$ cat config.mk
export PLATFORM = sky130hd
export DESIGN_NAME = add32_pipe_stage
export DESIGN_NICKNAME = d
export VERILOG_FILES = /design/src/rtl/add32_pipe_stage.sv
export SDC_FILE = /design/constraint.sdc
export NUM_CORES = 1
export LEC_CHECK = 0
export BUFFER_PORTS_ARGS = -buffer_cell sky130_fd_sc_hd__buf_2
export CORE_MARGIN = 10
export CORE_UTILIZATION = 47
export DETAILED_ROUTE_END_ITERATION = 8
export GPL_TIMING_DRIVEN = 0
export PLACE_DENSITY_LB_ADDON = 0.12
export RECOVER_POWER = 50
export SETUP_SLACK_MARGIN = 0.4
export SLEW_MARGIN = 10
export SYNTH_ARGS = -nofsm -noshare
export SYNTH_HDL_FRONTEND = slang
export SYNTH_HIERARCHICAL = 1
export SYNTH_SLANG_ARGS = --single-unit
$ cat constraint.sdc
create_clock -name clk -period 4.35 [get_ports clk]
set_clock_uncertainty 0.2 [all_clocks]
set_input_delay 0.435 -clock clk [delete_from_list [all_inputs] [get_ports clk]]
set_output_delay 0.435 -clock clk [all_outputs]
set_load 0.01 [all_outputs]
$ cat src/rtl/add32_pipe_stage.sv
// add32_pipe_stage: valid/ready pipeline stage around a combinational 32-bit Sklansky prefix adder.
// Build macro ADD32_SAT_EN adds signed saturation of the result; default build wraps.
`default_nettype none

module add32_sklansky (
    input  logic [31:0] a,
    input  logic [31:0] b,
    input  logic        cin,
    output logic [31:0] sum,
    output logic        cout
);
    logic [31:0] pb;
    logic [31:0] g;
    logic [31:0] p;

    // Carry-in folded into bit 0 generate so g[i] ends up as the carry out of bit i.
    // Each level updates in place: the partner index always has the level bit clear.
    always_comb begin
        pb   = a ^ b;
        g    = a & b;
        p    = pb;
        g[0] = g[0] | (pb[0] & cin);
        for (int l = 0; l < 5; l++) begin
            for (int i = 0; i < 32; i++) begin
                if (((i >> l) & 1) == 1) begin
                    g[5'(i)] = g[5'(i)] | (p[5'(i)] & g[5'(((i >> l) << l) - 1)]);
                    p[5'(i)] = p[5'(i)] & p[5'(((i >> l) << l) - 1)];
                end
            end
        end
    end

    assign sum  = pb ^ {g[30:0], cin};
    assign cout = g[31];
endmodule

module add32_pipe_stage #(
    parameter int PIPE_IN = 1,
    parameter int TAG_W   = 4
) (
    input  logic             clk,
    input  logic             rst,
    input  logic             in_valid,
    output logic             in_ready,
    input  logic [31:0]      in_a,
    input  logic [31:0]      in_b,
    input  logic             in_sub,
    input  logic             in_cin,
    input  logic [TAG_W-1:0] in_tag,
    output logic             out_valid,
    input  logic             out_ready,
    output logic [31:0]      out_sum,
    output logic             out_cout,
    output logic             out_ovf,
    output logic             out_zero,
    output logic             out_neg,
    output logic [TAG_W-1:0] out_tag,
    output logic             busy
);
    typedef struct packed {
        logic [31:0]      a;
        logic [31:0]      b;
        logic             cin;
        logic [TAG_W-1:0] tag;
    } op_t;

    typedef struct packed {
        logic [31:0]      sum;
        logic             cout;
        logic             ovf;
        logic             zero;
        logic             neg;
        logic [TAG_W-1:0] tag;
    } res_t;

    typedef enum logic [1:0] {EMPTY = 2'd0, HALF = 2'd1, FULL = 2'd2} occ_t;

    localparam res_t RES_RST = '{sum: '0, cout: 1'b0, ovf: 1'b0, zero: 1'b1, neg: 1'b0, tag: '0};

    op_t         in_op;
    op_t         s1_op;
    op_t         src_op;
    res_t        res;
    res_t        s2_res;
    occ_t        occ;
    logic        s1_v;
    logic        s2_v;
    logic        s1_nxt;
    logic        s2_nxt;
    logic        s2_adv;
    logic        accept;
    logic        src_v;
    logic [31:0] raw_sum;
    logic [31:0] fin_sum;
    logic        raw_cout;
    logic        ovf;

    // Subtraction is A + ~B + ~borrow, so the stored operand is already b_eff/cin_eff.
    assign in_op = '{a:   in_a,
                     b:   in_sub ? ~in_b : in_b,
                     cin: in_sub ? ~in_cin : in_cin,
                     tag: in_tag};

    assign s2_adv = !s2_v || out_ready;
    assign accept = in_valid && in_ready;

    generate
        if (PIPE_IN != 0) begin : g_pipe_in
            assign in_ready = (occ != FULL) || out_ready;
            assign src_v    = s1_v;
            assign src_op   = s1_op;
        end else begin : g_direct
            assign in_ready = s2_adv;
            assign src_v    = in_valid;
            assign src_op   = in_op;
        end
    endgenerate

    always_comb begin
        s2_nxt = s2_v;
        if (s2_adv)
            s2_nxt = src_v;
        if (PIPE_IN != 0)
            s1_nxt = accept || (s1_v && !s2_adv);
        else
            s1_nxt = 1'b0;
    end

    // Occupancy FSM; HALF covers either single stage being full.
    always_ff @(posedge clk or posedge rst) begin
        if (rst) begin
            s1_v <= 1'b0;
            s2_v <= 1'b0;
            occ  <= EMPTY;
        end else begin
            s1_v <= s1_nxt;
            s2_v <= s2_nxt;
            case ({s1_nxt, s2_nxt})
                2'b00:   occ <= EMPTY;
                2'b11:   occ <= FULL;
                default: occ <= HALF;
            endcase
        end
    end

    always_ff @(posedge clk or posedge rst) begin
        if (rst)
            s1_op <= '0;
        else if (PIPE_IN != 0 && accept)
            s1_op <= in_op;
    end

    add32_sklansky u_add (
        .a    (src_op.a),
        .b    (src_op.b),
        .cin  (src_op.cin),
        .sum  (raw_sum),
        .cout (raw_cout)
    );

    assign ovf = (src_op.a[31] == src_op.b[31]) && (raw_sum[31] != src_op.a[31]);

`ifdef ADD32_SAT_EN
    // Clamp toward the common operand sign on signed overflow.
    assign fin_sum = ovf ? (src_op.a[31] ? 32'h8000_0000 : 32'h7FFF_FFFF) : raw_sum;
`else
    assign fin_sum = raw_sum;
`endif

    assign res = '{sum:  fin_sum,
                   cout: raw_cout,
                   ovf:  ovf,
                   zero: (fin_sum == 32'h0),
                   neg:  fin_sum[31],
                   tag:  src_op.tag};

    always_ff @(posedge clk or posedge rst) begin
        if (rst)
            s2_res <= RES_RST;
        else if (s2_adv && src_v)
            s2_res <= res;
    end

    assign out_valid = s2_v;
    assign out_sum   = s2_res.sum;
    assign out_cout  = s2_res.cout;
    assign out_ovf   = s2_res.ovf;
    assign out_zero  = s2_res.zero;
    assign out_neg   = s2_res.neg;
    assign out_tag   = s2_res.tag;
    assign busy      = (occ != EMPTY);
endmodule

`default_nettype wire

==> run_results.csv, run 1 <==
group,metric,value,unit
synthesis,yosysTopAreaCell,"dfrtp_1",
timing,timing.final.crit_period,3476,ps
timing,min_period_over_period,79.92,%
critical_path,critPathTopFamily,"adder cells",
outcome,violations,"capacitance limit, slew limit",
route,antenna_left,0,
route,drc,0,
global_route,grt_pass1_wl,19280,um
route,via_count,3456,
placement,portBuffers,115,
route,drtIter0Drc,162,
clock_network,post-cts-setup-buffer-count,0,
flow_run,drv_cap,1,
global_route,antenna_found_initial,0,
synthesis,synth_edf_count,0,
critical_path,worst_path_most_repeated_cell,"fa_1",
final_layout,synthToLayoutAreaGrowth,18.38,%
final_layout,nets,639,
route,viasPerCell,5.105,
timing,slew_headroom,-33.28,%
clock_network,cts-htree-levels,3,
synthesis,ys.flop_type,"dfrtp_1",
route,dr.pass1.iters,4,
critical_path,crit_buf_inv,2,
timing,hold_viol,0,
critical_path,required,4400,ps
global_route,track_usage,14.63,%
floorplan,initial_core_util,48.52,%
floorplan,die_area,16650,um^2
critical_path,crit_chain,"inv_1 -> fa_1 -> inv_1 -> fa_1 -> a21o_1 -> nand4_1 -> a21boi_2 -> o21a_1 -> nor2_1 -> fa_1 -> xnor2_1 -> nor4_1 -> nand4_1 -> o31ai_1",
global_route,grt-ovfl-total,0,
synthesis,ys_types,39,
hold_path,hold_path.class,"input pin to flip-flop",
floorplan,io_pins,117,
synthesis,netlist_area,5588,um^2
route,drt-total-wl,12080,um
critical_path,critical_path_peak_fanout,4,
synthesis,yosysTopAreaCellShare,49.71,%
global_route,grt_max_degree,71,
critical_path,cp-end-kind,"flip-flop",
placement,pre_cts_ws,883.6,ps
synthesis,ys_ff_latch,112,
power,vdd_drop_max,0.0002902,V
clock_network,cts_root_buf,"clkbuf_16",
synthesis,synth.most_common_cell,"dfrtp_1",
clock_network,cts_made_buffers,9,
final_layout,fin_util,57.44,%
synthesis,synthTopCellsByCount,"dfrtp_1 (111), mux2_2 (107), xor2_1 (53)",
synthesis,netlist_instances,401,
clock_network,clkSlewWorstSetupHoldPaths,70,ps
clock_network,cts_tree,"done",
clock_network,clock_latency,340,ps
timing,worstMarginPinSlew,1988,ps
power,leakagePower,3.057,nW
timing,max_freq,287.7,MHz
timing,rsz0062_at_grt,"no",
clock_network,cts_buffer_depth,2,
placement,hpwlAfterDp,9297,um
timing,hold-worst-slack,119.7,ps
outcome,status,"finished, violations left",
synthesis,synth.area.top_cells,"dfrtp_1 (50%), mux2_2 (22%), xor2_1 (8.3%)",
timing,worst_slack,873.5,ps
floorplan,core_area,11520,um^2
synthesis,syn_area_per_cell,13.93,um^2
final_layout,drive_gt1_share,41.57,%
placement,place_congestion,0.7412,
critical_path,worstPathArrival,3530,ps
global_route,grt_pass1_vias,3801,
synthesis,yosysWarningCount,6,
power,p_per_area,561.7,nW/um^2
synthesis,synth-seq-area-share,50.18,%
critical_path,slowest_stage,"fa_1",
floorplan,die_w,129.0,um
synthesis,synth_fp_nets,511,
critical_path,cp-start-kind,"flip-flop",
power,total_power,3.716,mW
critical_path,crit_type,"flip-flop to flip-flop",
floorplan,num_rows,39,
clock_network,cts.sinks,112,
floorplan,die_height,129.0,um
critical_path,slowest_delay,410,ps
timing,setup_viol_count_final,0,
final_layout,antennaDiodeCount,0,
timing,slew_violations,43,
route,post_drt_wl_per_cell,17.85,um
synthesis,async_reset_ff_share,100.0,%
==> flip-flops by register name (all words and copies together) (netlist names) <==
name       count
s1_op         65
out_sum       32
out_tag        4
res            4
occ            2
out_cout       1
out_ovf        1
out_valid      1
out_zero       1
s1_v           1
==> layer usage <==
layer	GRT usage (%)	vias up	wire (um)
met1	18.52	1710	5507
met3	3.956	10	765
met5	0	-	0
met2	23.85	80	5684
met4	4.883	0	125
li1	-	1656	-
==> report_power, final <==
part / internal (mW) / switching [mW]
combinational: 0.635 / 0.669
clock: 0.521 / 0.364
sequential: 1.34 / 0.182
==> timing repair <==
| item | CTS | global route |
|---|---|---|
| gates resized for setup | 0 | 0 |
| endpoints found under the hold margin | 42 | 0 |
| hold buffers | 1 | 0 |
==> cell type report <==
type                       count  area, um^2
inverter                      15       57.56
multi-input combinational    258        2580
fill                        1004        4901
sequential                   112        2804
tap                          143       178.9
clock inverter                 3       65.06
timing repair buffer         117       561.8
clock buffer                  13       250.2
buffer                        16       117.6
==> metrics by stage <==
step           std cells  TNS (ps)  cell area [um^2]
2_1_floorplan        401         0              5588
3_3_place_gp         659    -62430              6342
3_5_place_dp         660         0              6375
4_1_cts              677         0              6700
5_1_grt              677         0              6615
6_report             677         0              6615
==> kinds of logic (layout without fill, tap and decap cells) <==
kind of cell | count (synthesis) | count (layout) | share of synthesized area [%]
flip-flops | 112 | 112 | 50.18
multiplexers | 107 | 107 | 21.56
XOR/XNOR | 57 | 57 | 8.934
adder cells (fa/ha/maj) | 36 | 36 | 8.733
AND/OR/NAND/NOR | 31 | 31 | 3.403
buffers and inverters | 31 | 164 | 3.359
AO/OA/AOI/OAI | 27 | 27 | 3.829
==> path summary, 6_finish.rpt <==
check,depth (start not counted),end,from,slack (ps)
max in group asynchronous,4,out_zero,rst,1930
hold / removal,2,s1_op[46],in_a[9],120
setup / recovery,14,out_zero,s1_op[37],870
hold reg to reg,1,out_sum[28],out_sum[28],310
min in group asynchronous,3,out_sum[9],rst,980
setup reg to reg,14,out_zero,s1_op[37],870
==> layout by cell type, fill, tap and decap left out, types with 2 or more instances in the layout <==
| cell type | count |
|---|---|
| dfrtp_1 | 111 |
| mux2_2 | 107 |
| buf_2 | 78 |
| xor2_1 | 53 |
| clkbuf_1 | 48 |
| ha_1 | 31 |
| inv_1 | 14 |
| clkbuf_16 | 9 |
| nor4_1 | 8 |
| nand2_1 | 7 |
| buf_6 | 6 |
| a21o_1 | 5 |
| fa_1 | 5 |
| nand4_1 | 4 |
| nor2_1 | 4 |
| xnor2_1 | 4 |
| o21ai_0 | 3 |
| a21oi_2 | 3 |
| a21oi_1 | 3 |
| buf_4 | 2 |
| bufinv_16 | 2 |
| o21ai_1 | 2 |
| o21bai_1 | 2 |
No activity file was read; power rests on OpenSTA's default activity.
==> run 2: changes to the inputs <==
--- a/config.mk
+++ b/config.mk
@@ -5,6 +5,7 @@
 export SDC_FILE = /design/constraint.sdc
 export NUM_CORES = 1
 export LEC_CHECK = 0
+export ABC_AREA = 1
 export BUFFER_PORTS_ARGS = -buffer_cell sky130_fd_sc_hd__buf_2
 export CORE_MARGIN = 10
 export CORE_UTILIZATION = 47
==> constraint.sdc (replaced) <==
create_clock -name clk -period 3.29 [get_ports clk]
set_clock_uncertainty 0.2 [all_clocks]
set_input_delay 0.329 -clock clk [delete_from_list [all_inputs] [get_ports clk]]
set_output_delay 0.329 -clock clk [all_outputs]
set_load 0.01 [all_outputs]
==> run 2 against run 1 <==
- global-route usage rose by 3.4 points
- non-clock buffer count up 51
- via count increased by 40%
- register-to-register slack worse by 300 ps
- count of clock-buffer cells in the layout fell by 4
- synthesized cell count is 69% higher
- hold slack got worse by 51 ps
- synthesized area up 3.3%
- the run now ends clean
- utilization increased by 2.8 points
- highest routed layer unchanged
==> run_results.csv, run 2 <==
group,metric,value,unit
floorplan,initial_core_util,48.06,%
global_route,track_usage,18.05,%
synthesis,synth_edf_count,0,
placement,portBuffers,115,
floorplan,die_area,17120,um^2
clock_network,cts_made_buffers,9,
timing,worst_slack,573.1,ps
floorplan,num_rows,40,
final_layout,nets,954,
outcome,status,"completed",
synthesis,netlist_area,5773,um^2
clock_network,clkSlewWorstSetupHoldPaths,70,ps
placement,place_congestion,0.8533,
route,drtIter0Drc,294,
synthesis,synth.most_common_cell,"nand2_1",
route,via_count,4823,
timing,max_freq,368.1,MHz
placement,pre_cts_ws,420.9,ps
final_layout,synthToLayoutAreaGrowth,25.27,%
global_route,grt_pass1_vias,5108,
final_layout,drive_gt1_share,14.49,%
timing,rsz0062_at_grt,"no",
synthesis,synthTopCellsByCount,"nand2_1 (276), dfrtp_1 (111), inv_1 (52)",
synthesis,netlist_instances,676,
clock_network,cts-htree-levels,3,
route,post_drt_wl_per_cell,14.87,um
critical_path,reg2reg_depth,16,
timing,hold_viol,0,
synthesis,ys.flop_type,"dfrtp_1",
timing,slew_violations,0,
clock_network,cts_buffer_depth,2,
placement,hpwlAfterDp,11300,um
timing,setup_viol_count_final,0,
critical_path,crit_type,"flip-flop to flip-flop",
synthesis,syn_area_per_cell,8.540,um^2
power,p_per_area,673.6,nW/um^2
clock_network,clock_latency,350,ps
synthesis,synth.area.top_cells,"dfrtp_1 (48%), nand2_1 (18%), ha_1 (6.7%)",
route,dr.pass1.iters,7,
synthesis,yosysTopAreaCell,"dfrtp_1",
global_route,grt-ovfl-total,0,
synthesis,ys_ff_latch,112,
final_layout,final_common_cell,"nand2_1",
floorplan,die_height,130.8,um
critical_path,worstPathArrival,2800,ps
synthesis,yosysTopAreaCellShare,48.11,%
final_layout,final_cell_mix,"nand2_1 (277), dfrtp_1 (111), buf_2 (77), clkbuf_1 (54), inv_1 (51)",
timing,timing.setup.tns,0,ps
hold_path,min_delay_path_depth,3,
synthesis,ys_types,26,
timing,timing.final.crit_period,2717,ps
synthesis,yosysWarningCount,6,
final_layout,antennaDiodeCount,0,
critical_path,required,3370,ps
clock_network,cts.sinks,112,
route,drc,0,
timing,min_period_over_period,82.58,%
route,viasPerCell,4.842,
critical_path,cp-start-kind,"flip-flop",
timing,slew_headroom,37.78,%
clock_network,cts_tree,"done",
route,drt-total-wl,14810,um
flow_run,drv_cap,0,
synthesis,async_reset_ff_share,100.0,%
global_route,grt_max_degree,35,
critical_path,cp-end-kind,"flip-flop",
floorplan,die_w,130.8,um
global_route,grt_pass1_wl,24340,um
timing,worstMarginPinSlew,928.2,ps
final_layout,top_register,"s1_op",
final_layout,largest_register_ffs,65,
global_route,antenna_found_initial,0,
synthesis,synth_fp_nets,786,
route,antenna_left,0,
floorplan,core_area,12010,um^2
hold_path,hold_path.class,"input pin to flip-flop",
power,leakagePower,3.794,nW
synthesis,synth-seq-area-share,48.57,%
power,vdd_drop_max,0.0003328,V
critical_path,critical_path_peak_fanout,2,
clock_network,cts_root_buf,"clkbuf_16",
floorplan,io_pins,117,
==> run 2: cell families after synthesis <==
logic type	synth area share, %
DFF	48.57
AOI/OAI and AO/OA	6.177
adders and majority gates	8.453
and+or+nand+nor	21.91
buffers and inverters	7.000
xor gates and xnor gates	7.889
==> run 2: power breakdown <==
part | internal [mW] | switching, mW | leakage, nW
Sequential | 1.74 | 0.231 | 1.37
Clock | 0.746 | 0.510 | 0.166
Combinational | 0.637 | 1.01 | 2.26
==> run 2: final timing paths <==
path	startpoint	slack (ps)	endpoint
max in group asynchronous	rst	1340	s1_op[45]
max	s1_op[37]	570	out_zero
min	in_b[18]	70	s1_op[23]
min reg2reg	out_sum[1]	280	out_sum[1]
min in group asynchronous	rst	460	out_sum[26]
max reg2reg	s1_op[37]	570	out_zero
==> run 2: metal layers <==
metal	up-vias	part of all wire [%]	GRT usage, %
met5	-	0	0
met4	0	1.8	7.129
met3	16	5.7	3.586
met2	128	50	31.01
met1	2257	43	21.79
li1	2422	-	-
==> run 2: layout make-up <==
type / instances / area, um^2
sequential: 112 / 2804
multi-input combinational: 483 / 2574
buffer: 27 / 148.9
clock buffer: 9 / 225.2
timing repair buffer: 157 / 970.9
fill: 1131 / 4780
inverter: 54 / 205.2
tap: 147 / 183.9
clock inverter: 7 / 120.1
==> run 2: repair_timing <==
action	4_1_cts	5_1_grt
resized for setup	0	6
buffers inserted	0	2
hold endpoints to repair	55	0
pin swaps	1	5
setup endpoints to repair	1	1
hold buffers	37	0
==> run 2: metrics by stage <==
step | utilization [%] | instances | hold slack [ps] | power [mW] | area [um^2]
floorplan | - | 676 | 238.6 | 3.049 | 5777
global placement | 54.42 | 938 | 258.8 | 3.608 | 6536
detailed placement | 54.92 | 941 | 172.2 | 3.673 | 6596
CTS | 60.88 | 994 | 66.43 | 4.974 | 7312
global route | 60.21 | 996 | 84.29 | 5.253 | 7232
finish | 60.21 | 996 | 68.55 | 4.872 | 7232
==> run 2: worst max-delay path, cell delays in order, from the launching register on <==
cell and delay, ps:
dfrtp_1 360, inv_1 70, fa_2 380, inv_2 60
fa_2 200, nand2_1 60, nand2_2 90, nand3_2 100
nand2_4 80, inv_1 40, fa_1 470, inv_1 60
nor2_1 100, nand3_1 70, nor2_1 130, nand2_1 70
o21bai_1 120
==> run 3: changes to the inputs <==
==> constraint.sdc (replaced) <==
create_clock -name clk -period 2.7 [get_ports clk]
set_clock_uncertainty 0.2 [all_clocks]
set_input_delay 0.27 -clock clk [delete_from_list [all_inputs] [get_ports clk]]
set_output_delay 0.27 -clock clk [all_outputs]
set_load 0.01 [all_outputs]
==> run 3 against run 2 <==
- the run now ends with setup timing left
- hold slack lost 53 ps
- fmax grew 0.34%
- via count grew 0.95%
- utilization grew 0.66 points
- final area grew 1.1%
- setup slack lost 580 ps
- global-route usage grew 0.62 points
- critical path type unchanged
- critical endpoint unchanged
- largest power group unchanged
==> run_results.csv, run 3 (synthesis results as in run 2) <==
group,metric,value,unit
outcome,status,"finished, violations left",
outcome,violations,"setup timing",
placement,place_congestion,0.8540,
critical_path,slowest_delay,370,ps
critical_path,cp-end-kind,"flip-flop",
final_layout,nets,961,
critical_path,critical_path_peak_fanout,2,
flow_run,drv_cap,0,
final_layout,synthToLayoutAreaGrowth,26.64,%
global_route,grt_pass1_vias,5246,
floorplan,die_height,130.8,um
clock_network,cts_tree,"done",
global_route,grt-ovfl-total,0,
final_layout,drive_gt1_share,17.99,%
placement,pre_cts_ws,-105.2,ps
route,drtIter0Drc,301,
timing,timing.final.crit_period,2708,ps
global_route,track_usage,18.68,%
clock_network,cts_made_buffers,9,
route,viasPerCell,4.854,
route,antenna_left,0,
final_layout,largest_register_ffs,65,
clock_network,clock_latency,350,ps
critical_path,worstPathArrival,2790,ps
global_route,antenna_found_initial,0,
placement,portBuffers,115,
critical_path,timing.rr.start,"s1_op[37]",
route,dr.pass1.iters,5,
final_layout,fin_area,7311,um^2
timing,slew_violations,0,
clock_network,cts.sinks,112,
clock_network,cts_root_buf,"clkbuf_16",
floorplan,initial_core_util,48.06,%
power,leakagePower,3.819,nW
floorplan,core_area,12010,um^2
timing,min_period_over_period,100.3,%
route,drt-total-wl,15140,um
timing,rsz0062_at_grt,"yes",
power,p_per_area,806.8,nW/um^2
critical_path,crit_type,"flip-flop to flip-flop",
global_route,grt_max_degree,36,
critical_path,slowest_stage,"dfrtp_1",
critical_path,critPathTopFamily,"adder cells",
timing,hold_viol,0,
placement,hpwlAfterDp,11280,um
timing,max_freq,369.3,MHz
hold_path,hold_path.class,"input pin to flip-flop",
clock_network,cts-htree-levels,3,
timing,worstMarginPinSlew,1353,ps
route,drc,0,
timing,slew_headroom,9.310,%
route,post_drt_wl_per_cell,15.10,um
critical_path,startpoint,"s1_op[37]",
final_layout,final_cell_mix,"nand2_1 (271), dfrtp_1 (111), buf_2 (78), clkbuf_1 (56), o21ai_0 (44)",
critical_path,required,2780,ps
final_layout,antennaDiodeCount,0,
floorplan,num_rows,40,
route,via_count,4869,
placement,placed_cell_area,6611,um^2
floorplan,io_pins,117,
final_layout,final_common_cell,"nand2_1",
timing,setup_viol_count_final,1,
floorplan,die_w,130.8,um
hold_path,hp-start,"in_b[12]",
power,vdd_drop_max,0.0004540,V
clock_network,clkSlewWorstSetupHoldPaths,70,ps
critical_path,crit_buf_inv,3,
critical_path,cp-start-kind,"flip-flop",
critical_path,crit_chain,"inv_2 -> fa_2 -> inv_2 -> fa_2 -> nand2_2 -> nand2_4 -> nand3_4 -> nand2_4 -> inv_2 -> fa_2 -> xnor2_4 -> nor2_4 -> nand3_2 -> nor2_2 -> nand2_1 -> o21bai_1",
global_route,grt_pass1_wl,25210,um
timing,worst_slack,-7.692,ps
final_layout,top_register,"s1_op",
clock_network,cts_buffer_depth,2,
floorplan,die_area,17120,um^2
run 3: changes by cell type in the layout (fill, tap and decap cells not counted), sizes merged:
| cell | previous run | this run |
|---|---|---|
| buf | 93 | 99 |
| bufinv | 3 | 0 |
| clkbuf | 63 | 67 |
| clkinv | 3 | 4 |
| clkinvlp | 3 | 2 |
run 3: tightest hold or removal path: cells and delay by family:
| kind | cells | cell delay [ps] |
|---|---|---|
| AOI/OAI and AO/OA | 1 | 70 |
| xor gates and xnor gates | 1 | 100 |
| buffers and inverters | 1 | 80 |
run 3: repair_timing:
| action | in CTS | in global routing |
|---|---|---|
| pin swaps | 7 | 23 |
| resized for setup | 9 | 36 |
| hold buffers | 37 | 0 |
| setup buffers | 7 | 2 |
| hold endpoints to repair | 64 | 0 |
| endpoints found under the setup margin | 4 | 15 |
run 3: metal layers:
| metal | GRT usage, % | wire, um | part of all wire [%] | vias to the layer above |
|---|---|---|---|---|
| li1 | - | - | - | 2436 |
| met3 | 3.707 | 837 | 5.5 | 21 |
| met5 | 0 | 0 | 0 | - |
| met2 | 30.81 | 7272 | 48 | 113 |
| met4 | 8.568 | 304 | 2.0 | 0 |
| met1 | 23.16 | 6729 | 44 | 2299 |
run 3: final cells by class:
cell class | instances | area [um^2]
Inverter | 54 | 207.7
Fill cell | 1092 | 4701
Tap cell | 147 | 183.9
Sequential cell | 112 | 2804
Multi-Input combinational cell | 483 | 2671
Buffer | 27 | 146.4
Clock buffer | 12 | 246.5
Clock inverter | 4 | 20.02
Timing Repair Buffer | 164 | 1031
run 3: per-stage QoR:
stage	hold WS, ps	TNS, ps	util [%]	std cells	power [mW]
floorplan	179.6	0	-	676	3.723
finish	15.16	-7.692	60.86	1003	5.898
global placement	258.5	-38.00	54.48	938	4.409
detailed placement	217.2	-105.2	55.04	941	4.483
CTS	7.303	0	61.01	1001	5.874
global route	24.36	-170.7	60.86	1003	6.372
run 3: worst paths after layout:
path | endpoint | slack (ps) | depth (start not counted)
worst max-delay path | out_zero | -8 | 16
worst min-delay path | s1_op[17] | 20 | 3
worst max register to register | out_zero | -8 | 16
worst min register to register | out_sum[29] | 280 | 2
max in group asynchronous | out_sum[8] | 550 | 4
min in group asynchronous | s1_op[63] | 540 | 3
run 3: where the power goes:
part           leakage (nW)  switching (mW)  total [mW]  internal (mW)
logic                  2.32            1.34        2.26          0.918
registers              1.37           0.281        2.40           2.12
clock network         0.136           0.594        1.24          0.646
total                  3.82            2.22        5.90           3.68
